`config.mk`:
```
export PLATFORM = sky130hd
export DESIGN_NAME = pipe_ctrl
export DESIGN_NICKNAME = d
export VERILOG_FILES = /design/src/rtl/pipe_ctrl.sv
export SDC_FILE = /design/constraint.sdc
export NUM_CORES = 1
export LEC_CHECK = 0
export BUFFER_PORTS_ARGS = -buffer_cell sky130_fd_sc_hd__buf_2
export CAP_MARGIN = 5
export CELL_PAD_IN_SITES_DETAIL_PLACEMENT = 0
export CELL_PAD_IN_SITES_GLOBAL_PLACEMENT = 2
export CORE_MARGIN = 1
export CORE_UTILIZATION = 33
export CTS_CLUSTER_DIAMETER = 200
export DETAILED_ROUTE_END_ITERATION = 8
export PLACE_DENSITY_LB_ADDON = 0.1
export SLEW_MARGIN = 30
export SYNTH_ARGS = -nofsm -noshare
export SYNTH_HDL_FRONTEND = slang
export SYNTH_SLANG_ARGS = --single-unit
```
`constraint.sdc`:
```
create_clock -name clk -period 3.8 [get_ports clk]
set_clock_uncertainty 0.1 [all_clocks]
set_input_delay 0.19 -clock clk [delete_from_list [all_inputs] [get_ports clk]]
set_output_delay 0.19 -clock clk [all_outputs]
set_load 0.02 [all_outputs]
```
`src/rtl/pipe_ctrl.sv`:
```
// Pipeline control for the in-order core: hazard/stall/flush generation, halt drain
// sequencing, per-stage valid tracking and saturating stall/flush event counters.
module pipe_ctrl #(
  parameter int STAGES    = 5,
  parameter int EX_STAGE  = 2,
  parameter int MEM_STAGE = 3,
  parameter int ADR_W     = 3,
  parameter int CNT_W     = 16
) (
  input  logic              clk,
  input  logic              reset,
  input  logic [ADR_W-1:0]  id_src1_adr,
  input  logic [ADR_W-1:0]  id_src2_adr,
  input  logic              id_src1_use,
  input  logic              id_src2_use,
  input  logic              halt_id,
  input  logic              ex_load,
  input  logic              ex_regwrite,
  input  logic [ADR_W-1:0]  ex_dst_adr,
  input  logic              branch_taken,
  input  logic              mem_busy,
  input  logic              resume,
  output logic              en_pc,
  output logic [STAGES-2:0] en_pipe,
  output logic [STAGES-2:0] flush_pipe,
  output logic [STAGES-1:0] valid,
  output logic              is_halt,
  output logic [CNT_W-1:0]  stall_cnt,
  output logic [CNT_W-1:0]  flush_cnt
);

  localparam int NR = STAGES - 1;
  localparam int DW = $clog2(STAGES);
  localparam logic [DW-1:0]    DRAIN_LOAD = DW'(STAGES - 2);
  localparam logic [DW-1:0]    DRAIN_ONE  = DW'(1);
  localparam logic [DW-1:0]    DRAIN_ZERO = DW'(0);
  localparam logic [CNT_W-1:0] CNT_ONE    = CNT_W'(1);
  localparam logic [NR-1:0]    ALL_ONE    = {NR{1'b1}};
  localparam logic [NR-1:0]    ALL_ZERO   = {NR{1'b0}};

  typedef enum logic [1:0] {RUN = 2'd0, DRAIN = 2'd1, HALTED = 2'd2} state_t;

  state_t            state_r, state_nxt_s;
  logic [DW-1:0]     drain_cnt_r, drain_cnt_nxt_s;
  logic [STAGES-1:1] valid_r;
  logic [STAGES-1:0] valid_all_s;
  logic [NR-1:0]     valid_nxt_s;
  logic              is_halt_r;
  logic [CNT_W-1:0]  stall_cnt_r, flush_cnt_r;
  logic              en_pc_s, stall_ev_s, flush_ev_s;
  logic [NR-1:0]     en_pipe_s, flush_pipe_s;
  logic              hazard_s, branch_s, halt_s;

  // Mask with register bits 0..n-1 set.
  function automatic logic [NR-1:0] low_mask(input int n);
    logic [NR-1:0] m;
    for (int k = 0; k < NR; k++) m[k] = (k < n);
    return m;
  endfunction

  function automatic logic [CNT_W-1:0] sat_inc(input logic [CNT_W-1:0] c);
    if (&c) return c;
    else    return c + CNT_ONE;
  endfunction

  assign valid_all_s = {valid_r, reset & (state_r == RUN)};
  assign branch_s    = branch_taken & valid_all_s[EX_STAGE];
  assign halt_s      = halt_id & valid_all_s[1];
  assign hazard_s    = ex_load & ex_regwrite & valid_all_s[EX_STAGE] & valid_all_s[1] &
                       ((id_src1_use & (id_src1_adr == ex_dst_adr)) |
                        (id_src2_use & (id_src2_adr == ex_dst_adr)));

  // Next-state, drain counter and raw enable/flush decode.
  always_comb begin
    state_nxt_s     = state_r;
    drain_cnt_nxt_s = drain_cnt_r;
    en_pc_s         = 1'b1;
    en_pipe_s       = ALL_ONE;
    flush_pipe_s    = ALL_ZERO;
    stall_ev_s      = 1'b0;
    flush_ev_s      = 1'b0;
    case (state_r)
      RUN: begin
        if (mem_busy) begin
          en_pc_s                 = 1'b0;
          en_pipe_s               = ~low_mask(MEM_STAGE);
          flush_pipe_s[MEM_STAGE] = 1'b1;
          stall_ev_s              = 1'b1;
        end else if (branch_s) begin
          flush_pipe_s = low_mask(EX_STAGE);
          flush_ev_s   = 1'b1;
        end else if (hazard_s) begin
          en_pc_s         = 1'b0;
          en_pipe_s[0]    = 1'b0;
          flush_pipe_s[1] = 1'b1;
          stall_ev_s      = 1'b1;
        end else if (halt_s) begin
          state_nxt_s     = DRAIN;
          drain_cnt_nxt_s = DRAIN_LOAD;
        end else begin
          state_nxt_s = RUN;
        end
      end
      DRAIN: begin
        en_pc_s         = 1'b0;
        flush_pipe_s[0] = 1'b1;
        if (mem_busy) begin
          en_pipe_s               = ~low_mask(MEM_STAGE);
          flush_pipe_s[MEM_STAGE] = 1'b1;
        end else if (drain_cnt_r <= DRAIN_ONE) begin
          drain_cnt_nxt_s = DRAIN_ZERO;
          state_nxt_s     = HALTED;
        end else begin
          drain_cnt_nxt_s = drain_cnt_r - DRAIN_ONE;
        end
      end
      HALTED: begin
        en_pc_s   = 1'b0;
        en_pipe_s = ALL_ZERO;
        if (resume) state_nxt_s = RUN;
        else        state_nxt_s = HALTED;
      end
      default: begin
        en_pc_s     = 1'b0;
        en_pipe_s   = ALL_ZERO;
        state_nxt_s = RUN;
      end
    endcase
  end

  // Per-register valid propagation; flush beats enable.
  always_comb begin
    valid_nxt_s = valid_r;
    for (int k = 0; k < NR; k++) begin
      if (flush_pipe_s[k])  valid_nxt_s[k] = 1'b0;
      else if (en_pipe_s[k]) valid_nxt_s[k] = valid_all_s[k];
      else                   valid_nxt_s[k] = valid_r[k+1];
    end
  end

  // State, valid, halt flag and event counters.
  always_ff @(posedge clk or negedge reset) begin
    if (!reset) begin
      state_r     <= RUN;
      drain_cnt_r <= DRAIN_ZERO;
      valid_r     <= ALL_ZERO;
      is_halt_r   <= 1'b0;
      stall_cnt_r <= {CNT_W{1'b0}};
      flush_cnt_r <= {CNT_W{1'b0}};
    end else begin
      state_r     <= state_nxt_s;
      drain_cnt_r <= drain_cnt_nxt_s;
      valid_r     <= valid_nxt_s;
      is_halt_r   <= (state_nxt_s == HALTED);
      if (stall_ev_s) stall_cnt_r <= sat_inc(stall_cnt_r);
      else            stall_cnt_r <= stall_cnt_r;
      if (flush_ev_s) flush_cnt_r <= sat_inc(flush_cnt_r);
      else            flush_cnt_r <= flush_cnt_r;
    end
  end

  assign en_pc      = reset & en_pc_s;
  assign en_pipe    = reset ? en_pipe_s : ALL_ZERO;
  assign flush_pipe = reset ? flush_pipe_s : ALL_ONE;
  assign valid      = valid_all_s;
  assign is_halt    = is_halt_r;
  assign stall_cnt  = stall_cnt_r;
  assign flush_cnt  = flush_cnt_r;

endmodule

```
==> metrics.yaml <==
run_status:
  status: "finished clean"
layout:
  final_nets: 312
  syn2layout_area_growth_pct: 23.9
  finalNonFillerCells: 366
  fin_area_um2: 2730
  drive_gt1_frac: 0.311
  antenna_cells: 0
  fill_cells: 649
global_route:
  grt_pass1_vias: 1701
  grt_pass1_wl_um: 8160
  overflow: 0
  grt_max_degree: 35
  grt.total_usage: 0.145
  antenna_found_initial: 0
detailed_routing:
  routedWlPerCell_um: 13.1
  drtIter0Drc: 51
  finalWirelength_um: 4790
  drc_errors: 0
  drtAntennaViolNets: 0
  via_count: 1757
  first_pass_iters: 4
  drt-vias-per-instance: 4.80
place:
  port_buffers: 65
  dp_cells: 357
  placed_cell_area_um2: 2600
  hpwl_um: 3580
  routabilityCongestion: 0.678
logic_synthesis:
  synth.avg_cell_area_um2: 10.0
  netlist_instances: 220
  ys_warn_count: 0
  ys_seq_area_frac: 0.476
  ys_types: 38
  synth_area_um2: 2210
  yosysMostFrequentCell: "dfrtp_1"
  synth_edf_count: 0
  yosys.area.top_type: "dfrtp_1"
  synth_ff_type: "dfrtp_1"
  synth_area_leaders: "dfrtp_1 48%, xnor2_1 7.1%, xor2_1 6.4%"
  synth-async-reset-ratio: 1.00
  synthesis.nets: 243
  synth_top_area_frac: 0.476
  ys_top_cells_by_count: "42 x dfrtp_1, 21 x nand2_1, 18 x nor2_1, 18 x xnor2_1, 16 x xor2_1"
  ys_seq_elements: 42
worst_hold_path:
  worstHoldStart: "mem_busy"
  whs_endpoint: "state_r[0]$_DFF_PN0_"
  hold_path.class: "in2reg"
  hold_depth: 2
sta:
  slew_viol_final: 0
  fin_setup_tns_ns: 0
  relSlewSlack: 0.489
  final-setup-viol-count: 0
  fmax_mhz: 400
  period_share: 0.658
  hold_viol: 0
  min_period_ns: 2.50
  rsz0062_at_grt: "false"
  tightest_slew_ns: 0.767
  timing.hold.ws_ns: 0.176
clock_tree:
  cts_resized: 0
  clk_latency_ns: 0.29
  cts_buffers: 5
  clock_sinks: 42
  tritoncts: "built"
  hold_buffers: 2
  cts_setup_buffers: 0
  htreeDepth: 2
  clock-root-buffer: "clkbuf_8"
  cts_buffer_depth: 2
  clkTransAtPathRegs_ns: 0.07
floorplanning:
  num_io_pins: 66
  die_width_um: 83.8
  die_h_um: 83.8
  dieArea_um2: 7020
  rows: 29
  initial_utilization: 0.345
  core_um2: 6390
pwr:
  powerDensity_nw_per_um2: 546
  leakagePower_nw: 1.38
  design_power_total_mw: 1.49
  peakVddDrop_mv: 0.324
worst_setup_path:
  cp.arrival_ns: 2.21
  crit_path_top_delay_cell: "buf_2"
  cp_cell_sequence: "dlygate4sd3_1 > buf_2 > nand2_1 > nor2_1 > a21boi_0 > buf_2"
  worstSetupStartpointType: "primary input"
  critPathMaxFanout: 34
  cp_top_family: "buffers and inverters"
  reg2reg_setup_slack_ns: 1.59
  r2r-end: "flush_cnt[6]$_DFFE_PN0P_"
  endpoint_kind: "output pin"
  max_stage_delay_ns: 0.61
  reg2reg_depth: 5
  rr_startpoint: "state_r[0]$_DFF_PN0_"
  critical_path_class: "in2out"
  crit_buf_inv: 3
  cp.required_ns: 3.51
  worst_path_most_repeated_cell: "buf_2"
job:
  cap_violations: 0
-- logic make-up after synthesis --
logic type | count (synthesis) | synth area share
fa+ha+maj | 4 | 0.0227
buf+inv | 21 | 0.0408
compound gates | 22 | 0.0754
xor+xnor | 34 | 0.135
flops | 42 | 0.476
simple gates | 91 | 0.220
mux | 6 | 0.0301
-- worst max path at each step --
stage,from,to,slack (ns),depth (start not counted)
after floorplan,stall_cnt[7]$_DFFE_PN0P_,stall_cnt[1]$_DFFE_PN0P_,1.76,6
after global placement,state_r[0]$_DFF_PN0_,flush_cnt[6]$_DFFE_PN0P_,1.58,5
after detailed placement,state_r[0]$_DFF_PN0_,flush_cnt[6]$_DFFE_PN0P_,1.59,5
after CTS,reset,en_pipe[0],1.22,6
after global routing,reset,en_pipe[0],1.04,6
final,reset,en_pipe[0],1.30,6
-- sequential cells by signal, summed over array words and instances (netlist names) --
register     count
flush_cnt       16
valid_r          4
stall_cnt       16
drain_cnt_r      3
is_halt          1
state_r          2
-- per-stage QoR --
stage | worst slack (ns) | util
2_1_floorplan | 1.76 | -
3_3_place_gp | 1.58 | 0.407
3_5_place_dp | 1.59 | 0.407
4_1_cts | 1.22 | 0.428
5_1_grt | 1.04 | 0.428
6_report | 1.30 | 0.428
-- cell usage in the layout, fill, tap and decap left out, types with 6 or more instances in the layout --
cell type / instances
buf_2: 65
clkbuf_8: 6
dfrtp_1: 42
inv_1: 15
nand2_1: 21
nand3_1: 14
nor2_1: 18
nor3_1: 8
o21ai_0: 7
xnor2_1: 18
xor2_1: 16
-- final cells by class --
class	instances	area (um^2)	share of cell area
multi-input combinational	157	1060	0.389
sequential	42	1050	0.384
timing repair buffer	68	353	0.129
tap	77	96.3	0.0352
clock buffer	6	82.6	0.0302
inverter	15	56.3	0.0206
clock inverter	1	30.0	0.0110
-- power by group --
| group | internal (mW) | switching (mW) |
|---|---|---|
| Clock | 0.210 | 0.150 |
| Sequential | 0.536 | 0.113 |
| Combinational | 0.197 | 0.288 |
-- layer usage --
metal,track usage,vias up,share of wire
met5,0,-,0
met4,0.0478,0,0.0050
met3,0.0376,2,0.048
met2,0.220,46,0.44
met1,0.201,821,0.51
li1,-,888,-
No activity file was read; power rests on OpenSTA's default activity.
